## src/rtl/sram_arbiter_if.sv

```systemverilog
// Shared-SRAM port bundle: AVR external-slave bus, DMA request bus and the memory port.
// The slave modport is the arbiter; the master modport is the requesters plus the memory.
interface sram_arbiter_if #(
  parameter int ADDR_W = 16
);
  logic              avr_cs;
  logic              avr_oe;
  logic              avr_we;
  logic [ADDR_W-1:0] avr_a;
  logic [7:0]        avr_dout;
  logic [7:0]        avr_din;
  logic              avr_wait;

  logic              dma_req;
  logic              dma_we;
  logic [ADDR_W-1:0] dma_a;
  logic [7:0]        dma_wdata;
  logic              dma_ack;
  logic [7:0]        dma_rdata;

  logic              mem_en;
  logic              mem_we;
  logic [ADDR_W-1:0] mem_a;
  logic [7:0]        mem_wdata;
  logic [7:0]        mem_rdata;

  modport slave (
    input  avr_cs, avr_oe, avr_we, avr_a, avr_dout,
    output avr_din, avr_wait,
    input  dma_req, dma_we, dma_a, dma_wdata,
    output dma_ack, dma_rdata,
    output mem_en, mem_we, mem_a, mem_wdata,
    input  mem_rdata
  );

  modport master (
    output avr_cs, avr_oe, avr_we, avr_a, avr_dout,
    input  avr_din, avr_wait,
    output dma_req, dma_we, dma_a, dma_wdata,
    input  dma_ack, dma_rdata,
    input  mem_en, mem_we, mem_a, mem_wdata,
    output mem_rdata
  );
endinterface

```

## src/rtl/sram_arbiter.sv

```systemverilog
// Round-robin arbiter sharing one synchronous SRAM between an AVR slave bus and a DMA port.
// Write done 2 cycles after grant, read 2+RD_WS; AVR stalled via avr_wait, DMA holds dma_req until dma_ack.
module sram_arbiter #(
  parameter int ADDR_W = 16,
  parameter int RD_WS  = 1
) (
  input  logic          clk,
  input  logic          nrst,
  sram_arbiter_if.slave bus
);

  typedef enum logic [1:0] {IDLE, ACCESS, DONE} state_t;

  localparam logic       OWN_AVR = 1'b0;
  localparam logic       OWN_DMA = 1'b1;
  localparam logic [2:0] RD_CNT  = 3'(RD_WS);

  state_t            state, state_nxt;
  logic              owner;
  logic              last_grant;
  logic              wr;
  logic [2:0]        cnt;
  logic              avr_pend;
  logic              pick_dma;
  logic              load;
  logic              capture;
  logic              sel_we;
  logic [ADDR_W-1:0] sel_a;
  logic [7:0]        sel_wdata;

  assign avr_pend  = bus.avr_cs & (bus.avr_oe | bus.avr_we);
  // DMA wins when alone, or on a tie when AVR held the previous grant
  assign pick_dma  = bus.dma_req & (~avr_pend | (last_grant == OWN_AVR));
  assign sel_we    = pick_dma ? bus.dma_we    : bus.avr_we;
  assign sel_a     = pick_dma ? bus.dma_a     : bus.avr_a;
  assign sel_wdata = pick_dma ? bus.dma_wdata : bus.avr_dout;

  always_ff @(posedge clk or negedge nrst) begin
    if (!nrst) state <= IDLE;
    else       state <= state_nxt;
  end

  always_comb begin
    state_nxt = state;
    load      = 1'b0;
    capture   = 1'b0;
    case (state)
      IDLE: begin
        if (avr_pend | bus.dma_req) begin
          state_nxt = ACCESS;
          load      = 1'b1;
        end
      end
      ACCESS: begin
        if (cnt == 3'd0) begin
          state_nxt = DONE;
          capture   = ~wr;
        end
      end
      DONE:    state_nxt = IDLE;
      default: state_nxt = IDLE;
    endcase
  end

  always_ff @(posedge clk or negedge nrst) begin
    if (!nrst) begin
      owner         <= OWN_AVR;
      last_grant    <= OWN_DMA;
      wr            <= 1'b0;
      cnt           <= 3'd0;
      bus.mem_a     <= '0;
      bus.mem_wdata <= 8'h00;
      bus.avr_din   <= 8'h00;
      bus.dma_rdata <= 8'h00;
    end else begin
      if (load) begin
        owner         <= pick_dma;
        last_grant    <= pick_dma;
        wr            <= sel_we;
        bus.mem_a     <= sel_a;
        bus.mem_wdata <= sel_wdata;
        cnt           <= sel_we ? 3'd0 : RD_CNT;
      end else if ((state == ACCESS) && (cnt != 3'd0)) begin
        cnt <= cnt - 3'd1;
      end
      if (capture) begin
        if (owner == OWN_DMA) bus.dma_rdata <= bus.mem_rdata;
        else                  bus.avr_din   <= bus.mem_rdata;
      end
    end
  end

  assign bus.mem_en   = (state == ACCESS);
  assign bus.mem_we   = (state == ACCESS) & wr;
  assign bus.avr_wait = avr_pend & ~((state == DONE) & (owner == OWN_AVR));
  assign bus.dma_ack  = (state == DONE) & (owner == OWN_DMA);

endmodule
```

## src/flat_wrapper.sv

```systemverilog
// flat-port wrapper written by rule: the top's interface ports become plain ports
module sram_arbiter_flat 
#(
  parameter int ADDR_W = 16,
  parameter int RD_WS  = 1
)
  (clk, nrst, bus_avr_cs, bus_avr_oe, bus_avr_we, bus_avr_a, bus_avr_dout, bus_avr_din, bus_avr_wait, bus_dma_req, bus_dma_we, bus_dma_a, bus_dma_wdata, bus_dma_ack, bus_dma_rdata, bus_mem_en, bus_mem_we, bus_mem_a, bus_mem_wdata, bus_mem_rdata);
  sram_arbiter_if #(.ADDR_W(ADDR_W)) bus_i ();
  input  logic clk;
  input  logic nrst;
  input wire logic [$bits(bus_i.avr_cs)-1:0] bus_avr_cs;
  input wire logic [$bits(bus_i.avr_oe)-1:0] bus_avr_oe;
  input wire logic [$bits(bus_i.avr_we)-1:0] bus_avr_we;
  input wire logic [$bits(bus_i.avr_a)-1:0] bus_avr_a;
  input wire logic [$bits(bus_i.avr_dout)-1:0] bus_avr_dout;
  output wire logic [$bits(bus_i.avr_din)-1:0] bus_avr_din;
  output wire logic [$bits(bus_i.avr_wait)-1:0] bus_avr_wait;
  input wire logic [$bits(bus_i.dma_req)-1:0] bus_dma_req;
  input wire logic [$bits(bus_i.dma_we)-1:0] bus_dma_we;
  input wire logic [$bits(bus_i.dma_a)-1:0] bus_dma_a;
  input wire logic [$bits(bus_i.dma_wdata)-1:0] bus_dma_wdata;
  output wire logic [$bits(bus_i.dma_ack)-1:0] bus_dma_ack;
  output wire logic [$bits(bus_i.dma_rdata)-1:0] bus_dma_rdata;
  output wire logic [$bits(bus_i.mem_en)-1:0] bus_mem_en;
  output wire logic [$bits(bus_i.mem_we)-1:0] bus_mem_we;
  output wire logic [$bits(bus_i.mem_a)-1:0] bus_mem_a;
  output wire logic [$bits(bus_i.mem_wdata)-1:0] bus_mem_wdata;
  input wire logic [$bits(bus_i.mem_rdata)-1:0] bus_mem_rdata;
  assign bus_i.avr_cs = bus_avr_cs;
  assign bus_i.avr_oe = bus_avr_oe;
  assign bus_i.avr_we = bus_avr_we;
  assign bus_i.avr_a = bus_avr_a;
  assign bus_i.avr_dout = bus_avr_dout;
  assign bus_avr_din = bus_i.avr_din;
  assign bus_avr_wait = bus_i.avr_wait;
  assign bus_i.dma_req = bus_dma_req;
  assign bus_i.dma_we = bus_dma_we;
  assign bus_i.dma_a = bus_dma_a;
  assign bus_i.dma_wdata = bus_dma_wdata;
  assign bus_dma_ack = bus_i.dma_ack;
  assign bus_dma_rdata = bus_i.dma_rdata;
  assign bus_mem_en = bus_i.mem_en;
  assign bus_mem_we = bus_i.mem_we;
  assign bus_mem_a = bus_i.mem_a;
  assign bus_mem_wdata = bus_i.mem_wdata;
  assign bus_i.mem_rdata = bus_mem_rdata;
  sram_arbiter #(.ADDR_W(ADDR_W), .RD_WS(RD_WS)) u_core (.clk(clk), .nrst(nrst), .bus(bus_i));
endmodule
```

## config.mk

```make
export PLATFORM = sky130hd
export DESIGN_NAME = sram_arbiter_flat
export DESIGN_NICKNAME = d
export VERILOG_FILES = /design/src/rtl/sram_arbiter_if.sv /design/src/rtl/sram_arbiter.sv /design/src/flat_wrapper.sv
export SDC_FILE = /design/constraint.sdc
export NUM_CORES = 1
export LEC_CHECK = 0
export CAP_MARGIN = 30
export CORE_AREA = 2 2 86 71
export CTS_CLUSTER_DIAMETER = 40
export CTS_CLUSTER_SIZE = 12
export DETAILED_ROUTE_END_ITERATION = 6
export DIE_AREA = 0 0 88 73
export PLACE_DENSITY = 0.78
export SYNTH_ARGS = -nofsm -noshare
export SYNTH_HDL_FRONTEND = slang
export SYNTH_SLANG_ARGS = --single-unit
```

## constraint.sdc

```tcl
create_clock -name clk -period 2.4 [get_ports clk]
set_clock_uncertainty 0.15 [all_clocks]
set_input_delay 0.36 -clock clk [delete_from_list [all_inputs] [get_ports clk]]
set_output_delay 0.36 -clock clk [all_outputs]
set_load 0.05 [all_outputs]
```

==> run_results.csv <==
group,metric,value,unit
status,status,"finished clean",
routing,detail-route-antenna-nets,0,
power_and_ir_drop,comb_power_share,0.614,
power_and_ir_drop,swShare,0.483,
power_and_ir_drop,seq_power_share,0.295,
floorplanning,floorplan.die.height,73,um
routing,wl_per_cell,12.4,um
yosys,synth_top_flop_cell,"sky130_fd_sc_hd__dfrtp_1",
min_path,hp-start,"u_core.bus.mem_wdata[4]",
yosys,count_of_flip_flops_with_a_built_in_enable_after_synthesis,0,
routing,detailroute.via_count,1715,
placement,gp_congestion,0.736,
routing,drc,0,
placement,preCtsSetupSlack,0.193,ns
job,maxCapViolCount,0,
routing,finalWirelength,4.65,mm
sta,timing.final.crit_share,0.961,
floorplanning,fp.dieArea,0.00642,mm2
power_and_ir_drop,internal_power,2.53,mW
clock_network,cts_resized,0,
setup_path,timing.critical_path.fanout_max,4,
yosys,synthesis.area,0.00215,mm2
sta,timing_hold_violations_final,0,
clock_network,max_clock_buf_depth,2,
setup_path,critical_path_class,"reg2out",
placement,port_buffers,106,
power_and_ir_drop,power.switching,2.36,mW
yosys,synth-seq-area-share,0.559,
placement,hpwl,3.70,mm
sta,fin_setup_tns,0,ns
placement,dpl_cell_area,0.00333,mm2
global_route,global_route_wire_length_before_repair,7.65,mm
clock_network,clock-root-buffer,"sky130_fd_sc_hd__clkbuf_8",
yosys,synth.yosys.warnings,0,
yosys,ys_seq_elements,48,
layout,n_antenna_cell,0,
layout,instances_no_fill,374,
setup_path,reg2reg_setup_slack,0.54,ns
sta,finalWorstSetupSlack,0.0941,ns
floorplanning,starting_density_of_the_core,0.380,
power_and_ir_drop,power.ir.vdd_worst,0.652,mV
yosys,ys_types,30,
yosys,ys_async_sr_fraction,1.00,
layout,final.fill_count,483,
sta,slew_headroom,0.618,
yosys,postSynthNetCount,246,
power_and_ir_drop,power_leakage,1.51,nW
layout,drive_above_1_share,0.130,
floorplanning,floorplan.die.width,88,um
min_path,holdPathEnd,"u_core.bus.mem_wdata[4]",
floorplanning,io_pins,107,
setup_path,critical_path.reg2reg.startpoint,"u_core.cnt[0]",
layout,area_overhead_vs_synth,58.7,%
global_route,grt_pass1_vias,1697,
sta,max_slew.worst_pin.slew,0.569,ns
yosys,syn_avg_cell_area,11.9,um2
routing,first_iter_violations,47,
global_route,grt_use_total,0.157,
min_path,hp-class,"reg2reg",
setup_path,reg2reg_to,"u_core.bus.avr_din[5]",
routing,route.detailed.vias_per_inst,4.59,
clock_network,clkTransAtPathRegs,0.08,ns
clock_network,htree_depth,2,
sta,grt_setup_unrepaired,"no",
placement,post-place-cells,365,
yosys,synth_cells,181,
power_and_ir_drop,power_share_of_the_clock_group,0.092,
sta,final_max_tran_viols,0,
layout,final_cell_area,0.00342,mm2
clock_network,worstSkewPairLatency,0.29,ns
clock_network,numClockSinks,48,
setup_path,worstPathRequired,1.89,ns
layout,nNetsFinal,357,
clock_network,cts_hold_buf,1,
layout,sequential_cell_area,0.00120,mm2
clock_network,number_of_setup_buffers_added_after_cts,0,
layout,multi_input_comb_area,881,um2
power_and_ir_drop,power.density,1430,mW/mm2
sta,report.final.setup_viol,0,
setup_path,reg2reg_depth,5,
setup_path,critical_path.endpoint_type,"output port",
routing,drt_first_pass_iters,3,
clock_network,cts_made_buffers,5,
floorplanning,core,0.00566,mm2
floorplanning,std_cell_rows,25,
global_route,maximum_number_of_pins_on_one_net_before_global_route_repair,34,
global_route,initial_antenna_violation_count,0,
clock_network,cts_tree,"done",
sta,max_freq,434,MHz
min_path,min_path_cells,2,
global_route,globalRouteOverflowTotal,0,
setup_path,kind_of_start_point_of_the_critical_path,"register",
setup_path,cp.arrival,1.80,ns
sta,timing.final.crit_period,2.31,ns
[power by group through the flow]
stage	Clock (mW)	Sequential (mW)	Combinational [mW]
after global placement	0	1.45	2.98
after detailed placement	0	1.46	3.03
after global routing	0.501	1.49	3.20
after floorplan	0	2.61	0.856
final	0.448	1.44	3.00
after CTS	0.466	1.45	3.04
[how the worst max path moves through the flow]
stage                               start                 endpoint  slack [ns]  depth (start not counted)
after floorplan           u_core.state[1]               bus_mem_we        0.51                          3
after global placement         bus_avr_cs  u_core.bus.mem_wdata[2]        0.25                          6
after detailed placement       bus_avr_cs  u_core.bus.mem_wdata[3]        0.19                          6
after CTS                 u_core.state[1]               bus_mem_en        0.08                          3
after global routing      u_core.state[1]               bus_mem_en        0.02                          3
final                     u_core.state[1]               bus_mem_en        0.09                          3
[layer usage]
layer	share of wire	wire length, um	vias up	global-route usage
met4	0.019	87	0	0.0615
li1	-	-	850	-
met3	0.089	412	10	0.0600
met1	0.44	2050	782	0.201
met2	0.45	2100	73	0.242
met5	0	0	-	0
[critical path: stages, from the launching register on]
cell and delay (ns):
sky130_fd_sc_hd__dfrtp_1 0.41, sky130_fd_sc_hd__nand2b_4 0.17, sky130_fd_sc_hd__inv_1 0.11, sky130_fd_sc_hd__clkdlybuf4s50_1 0.81
[logic make-up (layout without fill, tap and decap cells)]
group	count (synthesis)	in the layout	share of synthesized area
flip-flops	48	48	0.559
AND/OR/NAND/NOR	43	43	0.104
multiplexers	41	41	0.200
AO/OA/AOI/OAI	33	33	0.0855
buffers and inverters	12	124	0.0320
adder cells (fa/ha/maj)	2	2	0.0116
XOR/XNOR	2	2	0.00814
[final cells by class]
class | instances | area share
Timing Repair Buffer | 112 | 0.333
Sequential cell | 48 | 0.352
Multi-Input combinational cell | 121 | 0.258
Tap cell | 81 | 0.0297
Inverter | 4 | 0.00440
Clock buffer | 8 | 0.0234
[flip-flops by register name, summed over array words and instances, names as in the netlist]
| name | cells |
|---|---|
| u_core.bus.mem_a | 16 |
| u_core.last_grant | 1 |
| u_core.owner | 1 |
| u_core.cnt | 3 |
| u_core.state | 2 |
| u_core.bus.mem_wdata | 8 |
| u_core.bus.dma_rdata | 8 |
| u_core.wr | 1 |
| u_core.bus.avr_din | 8 |
[synthesized netlist by cell type (2+ instances only)]
cell type / count / share of area
sky130_fd_sc_hd__o21ai_1: 3 / 0.0070
sky130_fd_sc_hd__nand3_1: 2 / 0.0047
sky130_fd_sc_hd__o21ai_0: 24 / 0.056
sky130_fd_sc_hd__ha_1: 2 / 0.012
sky130_fd_sc_hd__buf_6: 2 / 0.010
sky130_fd_sc_hd__and2_1: 3 / 0.0087
sky130_fd_sc_hd__nand2_1: 28 / 0.049
sky130_fd_sc_hd__clkbuf_1: 3 / 0.0052
sky130_fd_sc_hd__inv_1: 4 / 0.0070
sky130_fd_sc_hd__buf_4: 2 / 0.0070
sky130_fd_sc_hd__dfrtp_1: 47 / 0.55
sky130_fd_sc_hd__xnor2_1: 2 / 0.0081
sky130_fd_sc_hd__mux2i_1: 25 / 0.12
sky130_fd_sc_hd__mux2_2: 16 / 0.084
sky130_fd_sc_hd__nor2_1: 3 / 0.0052
[per-stage QoR]
stage / total power [mW] / utilization / hold slack (ns)
after floorplan: 3.46 / - / -0.0856
after global placement: 4.43 / 0.587 / 0.202
after detailed placement: 4.49 / 0.587 / 0.213
after CTS: 4.95 / 0.603 / 0.340
after global routing: 5.19 / 0.603 / 0.368
final: 4.89 / 0.603 / 0.333
[placed cells by master, fill, tap and decap left out, drive strengths merged, types with 2 or more instances in the layout]
cell             n
o21ai           27
buf              8
dfrtp           47
clkbuf           8
inv              4
xnor2            2
ha               2
and2             3
nand2           29
nand3            2
mux2            16
mux2i           25
clkdlybuf4s50  103
nand2b           2
nor2             3
(Power assumes the default switching activity.)
